[config.mk]
export PLATFORM = sky130hd
export DESIGN_NAME = dac_update_ctrl_flat
export DESIGN_NICKNAME = d
export VERILOG_FILES = /design/src/rtl/dac_update_ctrl_if.sv /design/src/rtl/dac_update_ctrl.sv /design/src/flat_wrapper.sv
export SDC_FILE = /design/constraint.sdc
export NUM_CORES = 1
export LEC_CHECK = 0
export BUFFER_PORTS_ARGS = -buffer_cell sky130_fd_sc_hd__buf_2
export CAP_MARGIN = 10
export CORE_ASPECT_RATIO = 1.2
export CORE_MARGIN = 5
export CORE_UTILIZATION = 40
export CTS_BUF_LIST = sky130_fd_sc_hd__clkbuf_2
export DETAILED_ROUTE_END_ITERATION = 10
export PLACE_DENSITY = 0.68
export SKIP_CTS_REPAIR_TIMING = 1
export SLEW_MARGIN = 40
export SYNTH_ARGS = -nofsm -noshare
export SYNTH_HDL_FRONTEND = slang
export SYNTH_SLANG_ARGS = --single-unit
[constraint.sdc]
create_clock -name clk -period 6.5 [get_ports clk]
set_input_delay 0.975 -clock clk [delete_from_list [all_inputs] [get_ports clk]]
set_output_delay 0.975 -clock clk [all_outputs]
set_load 0.01 [all_outputs]
[src/rtl/dac_update_ctrl_if.sv]
// rtl/dac_update_ctrl_if.sv - voltage request handshake channel for dac_update_ctrl
interface dac_update_ctrl_if #(
  parameter int FLOAT_WIDTH = 64
);
  logic                   req_valid;
  logic                   req_ready;
  logic [FLOAT_WIDTH-1:0] req_voltage;

  modport master (output req_valid, output req_voltage, input  req_ready);
  modport slave  (input  req_valid, input  req_voltage, output req_ready);
endinterface

[src/rtl/dac_update_ctrl.sv]
// rtl/dac_update_ctrl.sv - sequences voltage request -> conversion -> DAC load -> settle wait
// Optional input clamping to [CLAMP_LO, CLAMP_HI] under DAC_UPDATE_CTRL_CLAMP_EN.
module dac_update_ctrl #(
  parameter int                     FLOAT_WIDTH   = 64,
  parameter int                     INT_WIDTH     = 16,
  parameter int                     DAC_WIDTH     = 14,
  parameter int                     CONV_LAT      = 2,
  parameter int                     SETTLE_CYCLES = 125,
  parameter logic [FLOAT_WIDTH-1:0] CLAMP_HI      = 64'h000A_0000_0000_0000,
  parameter logic [FLOAT_WIDTH-1:0] CLAMP_LO      = 64'hFFF6_0000_0000_0001
) (
  input  logic                   clk,
  input  logic                   rst_n,
  dac_update_ctrl_if.slave       req,
  output logic [FLOAT_WIDTH-1:0] conv_voltage,
  input  logic [DAC_WIDTH-1:0]   conv_code,
  output logic [DAC_WIDTH-1:0]   dac_code,
  output logic                   dac_update,
  output logic                   settled,
  output logic                   busy,
  output logic                   clamp_hit
);

  if (CONV_LAT < 1 || CONV_LAT > 15 || SETTLE_CYCLES < 1 || SETTLE_CYCLES > 65535 ||
      INT_WIDTH >= FLOAT_WIDTH || $signed(CLAMP_LO) > $signed(CLAMP_HI)) begin : g_bad_param
    $error("dac_update_ctrl: illegal parameter set");
  end

  localparam logic [15:0] CONV_LOAD   = 16'(CONV_LAT - 1);
  localparam logic [15:0] SETTLE_LOAD = 16'(SETTLE_CYCLES - 1);

  typedef enum logic [1:0] {IDLE, CONV, SETTLE} state_t;

  state_t                 state;
  logic [15:0]            cnt;
  logic [FLOAT_WIDTH-1:0] load_voltage;
  logic                   load_clamped;

`ifdef DAC_UPDATE_CTRL_CLAMP_EN
  always_comb begin
    load_voltage = req.req_voltage;
    load_clamped = 1'b0;
    if ($signed(req.req_voltage) > $signed(CLAMP_HI)) begin
      load_voltage = CLAMP_HI;
      load_clamped = 1'b1;
    end else if ($signed(req.req_voltage) < $signed(CLAMP_LO)) begin
      load_voltage = CLAMP_LO;
      load_clamped = 1'b1;
    end
  end
`else
  assign load_voltage = req.req_voltage;
  assign load_clamped = 1'b0;
`endif

  // Ready is decoded from the state register only, so no input reaches an output.
  assign req.req_ready = (state == IDLE);
  assign busy          = (state != IDLE);

  always_ff @(posedge clk or negedge rst_n) begin
    if (!rst_n) begin
      state        <= IDLE;
      cnt          <= '0;
      conv_voltage <= '0;
      dac_code     <= '0;
      dac_update   <= 1'b0;
      settled      <= 1'b0;
      clamp_hit    <= 1'b0;
    end else begin
      dac_update <= 1'b0;
      settled    <= 1'b0;
      clamp_hit  <= 1'b0;
      case (state)
        IDLE: begin
          if (req.req_valid) begin
            conv_voltage <= load_voltage;
            clamp_hit    <= load_clamped;
            cnt          <= CONV_LOAD;
            state        <= CONV;
          end
        end
        CONV: begin
          if (cnt == '0) begin
            dac_code   <= conv_code;
            dac_update <= 1'b1;
            cnt        <= SETTLE_LOAD;
            state      <= SETTLE;
          end else begin
            cnt <= cnt - 16'd1;
          end
        end
        SETTLE: begin
          if (cnt == '0) begin
            settled <= 1'b1;
            state   <= IDLE;
          end else begin
            cnt <= cnt - 16'd1;
          end
        end
        default: begin
          state <= IDLE;
          cnt   <= '0;
        end
      endcase
    end
  end

endmodule

[src/flat_wrapper.sv]
// flat-port wrapper written by rule: the top's interface ports become plain ports
module dac_update_ctrl_flat 
#(
  parameter int                     FLOAT_WIDTH   = 64,
  parameter int                     INT_WIDTH     = 16,
  parameter int                     DAC_WIDTH     = 14,
  parameter int                     CONV_LAT      = 2,
  parameter int                     SETTLE_CYCLES = 125,
  parameter logic [FLOAT_WIDTH-1:0] CLAMP_HI      = 64'h000A_0000_0000_0000,
  parameter logic [FLOAT_WIDTH-1:0] CLAMP_LO      = 64'hFFF6_0000_0000_0001
)
  (clk, rst_n, conv_voltage, conv_code, dac_code, dac_update, settled, busy, clamp_hit, req_req_valid, req_req_voltage, req_req_ready);
  dac_update_ctrl_if #(.FLOAT_WIDTH(FLOAT_WIDTH)) req_i ();
  input  logic clk;
  input  logic rst_n;
  output logic [FLOAT_WIDTH-1:0] conv_voltage;
  input  logic [DAC_WIDTH-1:0] conv_code;
  output logic [DAC_WIDTH-1:0] dac_code;
  output logic dac_update;
  output logic settled;
  output logic busy;
  output logic clamp_hit;
  input wire logic [$bits(req_i.req_valid)-1:0] req_req_valid;
  input wire logic [$bits(req_i.req_voltage)-1:0] req_req_voltage;
  output wire logic [$bits(req_i.req_ready)-1:0] req_req_ready;
  assign req_i.req_valid = req_req_valid;
  assign req_i.req_voltage = req_req_voltage;
  assign req_req_ready = req_i.req_ready;
  dac_update_ctrl #(.FLOAT_WIDTH(FLOAT_WIDTH), .INT_WIDTH(INT_WIDTH), .DAC_WIDTH(DAC_WIDTH), .CONV_LAT(CONV_LAT), .SETTLE_CYCLES(SETTLE_CYCLES), .CLAMP_HI(CLAMP_HI), .CLAMP_LO(CLAMP_LO)) u_core (.clk(clk), .rst_n(rst_n), .req(req_i), .conv_voltage(conv_voltage), .conv_code(conv_code), .dac_code(dac_code), .dac_update(dac_update), .settled(settled), .busy(busy), .clamp_hit(clamp_hit));
endmodule
After elaboration in Yosys (flattened, before gate mapping)

Cells that the tools add are included.

Eq/ne operators: 6
$add $sub $neg: 1
Reductions and logical operators: 7
Muxes and demuxes: 11

Operators by type and width:

| cell                                                 | count |
|---|---|
| 2-to-1 mux 16 bit                                    | 3 |
| case mux 16 bit (3 select lines)                     | 1 |
| logical NOT 16 bit                                   | 1 |
| subtractor 16 x 1 -> 16 bit (second input constant)  | 1 |
| 2-to-1 mux 2 bit                                     | 3 |
| case mux 2 bit (3 select lines)                      | 1 |
| AND reduction 2 bit                                  | 3 |
| != test 2 x 1 -> 1 bit (second input constant)       | 2 |
| != test 2 bit (second input constant)                | 2 |
| 2-to-1 mux 1 bit                                     | 3 |
| AND reduction 3 bit                                  | 1 |
| equality test 2 x 1 -> 1 bit (second input constant) | 1 |
| equality test 2 bit (second input constant)          | 1 |
| logical NOT 2 bit                                    | 1 |
| nonzero test 2 bit                                   | 1 |

Bits of input ports: 81
Output and inout bits: 83
Flip-flop bits (word level): 98
Logic and storage cells: 31

Logic depth before layout (Yosys ltp)

Gate-level depths: netlist of the first run.

Depth in word-level cells: 3
Depth in mapped cells: 8
Gate-level depth less buffers: 7

Worst setup path before layout of the first run

OpenSTA, ideal clock, no wires.

Path type: flip-flop to flip-flop
Start point: register u_core.cnt[0]
End point: register u_core.dac_code[10]
Path slack: 4.426 ns
Buffers on the path: 1
Cell stages (with the launch flop): 8
Library setup time: 0.127 ns
Period minus slack after synthesis: 2.074 ns
Data required time: 6.373 ns
Data arrival time: 1.947 ns
Cell sequence: dfrtp_1 > inv_1 > ha_1 > nor4b_1 > nand4_1 > nor3_4 > buf_6 > mux2_1

Word-level cells in the longest chain between the ends: 2

RTL lines:

| item                                 | line                  | RTL |
|---|---|---|
| start: declaration                   | dac_update_ctrl.sv:35 | `logic [15:0] cnt;` |
| start signal: assignment             | dac_update_ctrl.sv:89 | `cnt <= cnt - 16'd1;` |
| start signal: assignment             | dac_update_ctrl.sv:97 | `cnt <= cnt - 16'd1;` |
| logical NOT 16 bit                   | dac_update_ctrl.sv:83 | `if (cnt == '0) begin` |
| AND reduction 2 bit (no source line) | --                    |  |
| end signal: assignment               | dac_update_ctrl.sv:84 | `dac_code <= conv_code;` |
| end: declaration                     | dac_update_ctrl.sv:17 | `output logic [DAC_WIDTH-1:0] dac_code,` |

No other way between the ends.
A chain may end at the register's enable or synchronous reset.

Worst setup path after layout of the first run

Start point: register u_core.state[0]
End point: output port req_req_ready

Word-level cells in the longest chain between the ends: 1

RTL lines:

| item                     | line                  | RTL |
|---|---|---|
| start: declaration       | dac_update_ctrl.sv:34 | `state_t state;` |
| start signal: assignment | dac_update_ctrl.sv:62 | `state <= IDLE;` |
| start signal: assignment | dac_update_ctrl.sv:79 | `state <= CONV;` |
| start signal: assignment | dac_update_ctrl.sv:87 | `state <= SETTLE;` |
| logical NOT 2 bit        | dac_update_ctrl.sv:57 | `assign req.req_ready = (state == IDLE);` |
| end: declaration         | flat_wrapper.sv:25    | `output wire logic [$bits(req_i.req_ready)-1:0] req_req_ready;` |

No other way between the ends.

==> results of run 1 <==
## worst max-delay path, cell delays in order (launching register included)
cell and delay [ps]:
dfrtp_1 720, clkinv_1 410, nand2_1 230, inv_1 90, buf_2 150
## how the worst max path moves through the flow
stage	startpoint	slack (ps)	endpoint
finish	u_core.state[0]	3390	req_req_ready
global route	u_core.state[0]	3200	req_req_ready
CTS	u_core.state[0]	3330	req_req_ready
detailed placement	u_core.cnt[0]	3580	u_core.dac_code[1]
global placement	u_core.cnt[0]	3740	u_core.dac_code[3]
floorplan	u_core.cnt[0]	4430	u_core.dac_code[10]
## cells by family after synthesis
logic type / Yosys count
compound gates: 40
other cells: 1
buf+inv: 32
xor+xnor: 5
simple gates: 258
flops: 98
mux: 15
fa+ha+maj: 2
## synthesized netlist by cell type, drive strengths merged (4+ instances only)
master    n  share of area
dfrtp    98           0.58
buf      11          0.017
a31oi     4         0.0059
nand2   203           0.18
a21oi    10          0.012
xnor2     5          0.010
nor3     13          0.018
o21ai     5         0.0059
inv       7         0.0062
clkbuf   13          0.012
mux2     14          0.037
nor2     15          0.013
nand3     6         0.0071
## through the flow
step                area, µm²  total power [mW]  instances  hold slack [ps]
global route             5240              2.18        736              370
CTS                      5230              2.05        735              356
detailed placement       5100              1.72        720              457
floorplan                4230              1.40        451              511
finish                   5240              2.02        736              384
global placement         5100              1.69        720              452
## state kept, by name (all words and copies together), names as in the netlist
signal               flops
u_core.conv_voltage     64
u_core.cnt              16
u_core.dac_code         14
u_core.state             2
u_core.dac_update        1
u_core.settled           1
## power by group through the flow
stage                     combinational [mW]  sequential, mW  clock, mW
final                                  0.680            1.02      0.323
after global placement                 0.675            1.02          0
after floorplan                        0.311            1.09          0
after global routing                   0.768            1.05      0.366
after CTS                              0.693            1.02      0.337
after detailed placement               0.692            1.03          0
## layout make-up
class | count | share of cell area
Sequential cell | 98 | 0.468
Multi-Input combinational cell | 321 | 0.312
Inverter | 8 | 0.00573
Antenna cell | 1 | 0.000478
Clock inverter | 5 | 0.0153
Timing Repair Buffer | 164 | 0.158
Clock buffer | 10 | 0.00956
Tap cell | 129 | 0.0308
## layer usage
metal / vias to the layer above / GRT usage / wire length [µm]
met3: 18 / 0.0431 / 818
met2: 144 / 0.291 / 5340
met1: 1710 / 0.204 / 4200
li1: 1774 / - / -
met4: 0 / 0.0729 / 249
met5: - / 0 / 0
==> summary.txt, run 1 <==
Status
  • Status: finished, final reports clean

Floorplanning
  • Row count: 41
  • Die Width: 104 µm
  • I/O pin total: 164
  • Initial Utilization: 0.406
  • Vert. Die Dim: 123 µm
  • Core area: 10400 µm²
  • Die area: 12700 µm²

Pwr
  • Clock power frac: 0.160
  • Comb pwr share: 0.336
  • Leakage power: 2.95 nW
  • Power per cell area: 386 nW/µm²
  • Sw Ratio: 0.368
  • Internal power: 1.28 mW
  • Sw power: 743 µW
  • Max VDD drop: 0.000155 V
  • Sequential group share of total power: 0.504

CTS
  • Clk_lat worst skew: 550 ps
  • H-Tree Depth: 3
  • Bufs on Longest Clock Path: 2
  • Reg clk slew, reported paths: 240 ps
  • Clk sinks: 98
  • CTS tree: done
  • Root Buffer: clkbuf_2
  • CTS buffer count: 9

Critical path
  • CP Capture Type: output port
  • Register-to-register setup slack: 3550 ps
  • R2R cell count: 6
  • Critical-path maximum fanout: 15
  • Worst Path Class, Setup: flop to output port
  • Worst R2R Start: u_core.cnt[0]
  • Critical path arrival: 2140 ps
  • Required @ worst endpoint: 5520 ps
  • CP Launch Type: flop
  • Worst reg2reg endpoint: u_core.dac_code[1]

Detailed routing
  • Post-detailed-route DRC marker count: 0
  • Drt wl/cell: 14.4 µm
  • Drt initial violations: 190
  • Final wirelength: 10600 µm
  • Via count: 3646
  • Antenna-violating nets left: 0
  • DR pass1 iterations: 7
  • Vias per inst: 4.95

Placed design
  • Global placer's final weighted congestion: 0.857
  • Post-DP HPWL: 7680 µm
  • Pre-CTS setup slack: 3580 ps
  • Port Buffers: 162

Timing
  • Fmax: 322 MHz
  • RSZ-0062 raised after global routing: no
  • Final setup fails: 0
  • Tcrit/Tclk final: 0.478
  • Fin. Hold Viols: 0
  • Minimum clock period: 3110 ps
  • Relative slew margins: 0.495
  • Least-Margin Pin Slew: 757 ps
  • Final WS setup: 3390 ps
  • Setup TNS: 0 ps
  • Max-slew violation count: 0
  • Worst Clk Skew: 18.3 ps

Final layout
  • Layout cells sized above 1: 0.323
  • Layout area overhead: 23.9%
  • Footprint of the multi-input gates: 1630 µm²
  • Fill cells: 974
  • Commonest non-fill, non-tap cell in the layout: nand2_1
  • FF+latch area: 2450 µm²
  • Most frequent cells in the layout: 202 x nand2_1, 161 x buf_2, 98 x dfrtp_1
  • Final #Nets: 685
  • Final core utilization: 0.503

Global routing
  • Largest net degree at the start of global routing: 66
  • GR Overflow Total: 0
  • Total Routing Usage GR: 0.170
  • Initial antenna violation count: 1
  • Vias in the first global route: 3760
  • First-pass GRT wire length: 17800 µm

Yosys
  • Post-synth EDFFs: 0
  • Yosys Warn Count: 0
  • Post-synthesis sequential area ratio: 0.580
  • Simple-gate area share of the yosys netlist: 0.259
  • Syn Std Cell Area: 4230 µm²
  • Asr flop ratio synth: 1.00
  • Largest family of logic cells by synthesized area: simple AND/OR/NAND/NOR gates
  • Post-synthesis xor/xnor area fraction: 0.0104
  • Syn Area/Cell: 9.37 µm²
  • Top FF cell, synth: dfrtp_1
  • Post-Syn Nets: 534
  • Compound-Gate Fraction of Synth Area: 0.0690
  • Library cells used by synthesis: 51
  • Cells after Synth: 451
  • Seq cells post-synth: 98
  • Post-Synth Adder-Cell Area: 0.00592
  • Mux share of post-synthesis cell area: 0.0397

Min path
  • Hold WC Path Type: primary input to async pin

Run
  • Max Cap Violations: 0
(Power assumes the default switching activity.)
==> run 2: changes to the inputs <==
==> constraint.sdc (replaced) <==
create_clock -name clk -period 2.95 [get_ports clk]
set_input_delay 0.4425 -clock clk [delete_from_list [all_inputs] [get_ports clk]]
set_output_delay 0.4425 -clock clk [all_outputs]
set_load 0.01 [all_outputs]
==> run 2 against run 1 <==
Against the previous run:
- first-iteration DRC count down 2.6%
- setup slack worse by 2800 ps
- utilization up 3.0 points
- critical path depth up 2
- flip-flop and latch count unchanged
- final area up 6.0%
- die area unchanged
- routed wire length up 5.5%
- register-to-register slack worse by 3000 ps
- largest cell class unchanged
==> summary.txt, run 2 (synthesis results as in run 1) <==
Final layout
  • Largest registers: u_core.conv_voltage x64, u_core.cnt x16, u_core.dac_code x14
  • Most frequent cells in the layout: 202 x nand2_1, 161 x buf_2, 98 x dfrtp_1
  • Layout area overhead: 31.4%
  • Commonest non-fill, non-tap cell in the layout: nand2_1
  • Max reg flops: 64
  • Final #Nets: 717
  • Layout cells sized above 1: 0.316
  • Largest register by flop count: u_core.conv_voltage
  • Design Area, Final: 5550 µm²

Pwr
  • Internal power: 2.77 mW
  • Sw power: 1.67 mW
  • Max VDD drop: 0.000394 V
  • Leakage power: 3.10 nW
  • Comb pwr share: 0.349
  • Power per cell area: 799 nW/µm²
  • Clock power frac: 0.145
  • Sequential group share of total power: 0.506
  • Sw Ratio: 0.375

Floorplanning
  • Vert. Die Dim: 123 µm
  • I/O pin total: 164
  • Initial Utilization: 0.406
  • Die area: 12700 µm²
  • Die Width: 104 µm
  • Row count: 41
  • Core area: 10400 µm²

Critical path
  • Critical path arrival: 2840 ps
  • Critical-path maximum fanout: 16
  • Crit-path slowest cell: nor3_4
  • Worst Path Class, Setup: flop to flop
  • CP Capture Type: flop
  • CP Launch Type: flop
  • Required @ worst endpoint: 3440 ps
  • Worst-path cell chain: inv_1 -> ha_1 -> nor4b_1 -> nand4_1 -> nor3_4 -> mux2_2
  • Worst Path Buf+Inv: 1
  • CP delay by family, top: simple AND/OR/NAND/NOR gates
  • Largest stage delay on the critical path: 610 ps

CTS
  • CTS buffer count: 9
  • Reg clk slew, reported paths: 250 ps
  • Root Buffer: clkbuf_2
  • Clk sinks: 98
  • CTS tree: done
  • Bufs on Longest Clock Path: 2
  • Clk_lat worst skew: 570 ps
  • H-Tree Depth: 3

Timing
  • Worst Clk Skew: 17.4 ps
  • Fmax: 425 MHz
  • Relative slew margins: 0.521
  • RSZ-0062 raised after global routing: no
  • Final WS setup: 596 ps
  • Final setup fails: 0
  • Fin. Hold Viols: 0
  • Least-Margin Pin Slew: 716 ps
  • Minimum clock period: 2350 ps
  • Setup TNS: 0 ps
  • Tcrit/Tclk final: 0.798
  • Max-slew violation count: 0

Detailed routing
  • Drt wl/cell: 14.5 µm
  • Vias per inst: 4.93
  • Antenna-violating nets left: 0
  • Via count: 3788
  • Drt initial violations: 185
  • DR pass1 iterations: 4
  • Post-detailed-route DRC marker count: 0
  • Final wirelength: 11200 µm

Global routing
  • First-pass GRT wire length: 17900 µm
  • Initial antenna violation count: 0
  • GR Overflow Total: 0
  • Largest net degree at the start of global routing: 58
  • Vias in the first global route: 3704
  • Total Routing Usage GR: 0.173

Status
  • Status: finished, final reports clean

Run
  • Max Cap Violations: 0

Placed design
  • Placed Area: 5190 µm²
  • Post-DP HPWL: 7900 µm
  • Pre-CTS setup slack: 587 ps
  • Global placer's final weighted congestion: 0.832
  • Port Buffers: 162

Min path
  • Hold WC Path Type: primary input to flop
## run 2: path summary, 6_finish.rpt
kind                       cells past startpoint  slack (ps)              startpoint                       to
max                                            6         600           u_core.cnt[0]       u_core.dac_code[4]
min in group asynchronous                      2         360                   rst_n  u_core.conv_voltage[44]
min                                            3          40     req_req_voltage[19]  u_core.conv_voltage[19]
max in group asynchronous                      3        1900                   rst_n            u_core.cnt[7]
max reg2reg                                    6         600           u_core.cnt[0]       u_core.dac_code[4]
min reg2reg                                    2         500  u_core.conv_voltage[5]   u_core.conv_voltage[5]
## run 2: area by class of cell
cell class / count / area, µm²
Clock buffer: 11 / 55.1
Timing Repair Buffer: 196 / 1170
Tap cell: 129 / 161
Fill cell: 972 / 4860
Sequential cell: 98 / 2450
Inverter: 8 / 30.0
Clock inverter: 5 / 52.6
Multi-Input combinational cell: 321 / 1630
Antenna cell: 1 / 2.50
## run 2: per-stage QoR
step                      utilization  instances  hold slack, ps  power, mW
after floorplan                     -        451             147       3.09
after global placement          0.498        727             451       3.74
after detailed placement        0.498        727             457       3.81
after CTS                       0.509        743            -210       4.46
after global routing            0.533        768           0.500       4.79
final                           0.533        769            36.3       4.44
## run 2: metal layers
metal  routed length [µm]  share of wire  GRT usage
met3                  647          0.058     0.0426
met1                 4550           0.41      0.206
met2                 5730           0.51      0.297
met5                    0              0          0
met4                  253          0.023     0.0777
## run 2: power groups by stage
| stage | Combinational (mW) | Clock (mW) | Sequential, mW |
|---|---|---|---|
| after floorplan | 0.684 | 0 | 2.40 |
| after global placement | 1.49 | 0 | 2.24 |
| after detailed placement | 1.55 | 0 | 2.26 |
| after CTS | 1.54 | 0.675 | 2.24 |
| after global routing | 1.75 | 0.731 | 2.32 |
| final | 1.55 | 0.641 | 2.24 |
## run 2: tightest hold or removal path, delay by kind of cell
| kind | cells | cell delay [ps] |
|---|---|---|
| AND/OR/NAND/NOR | 2 | 80 |
| buffers and inverters | 1 | 70 |
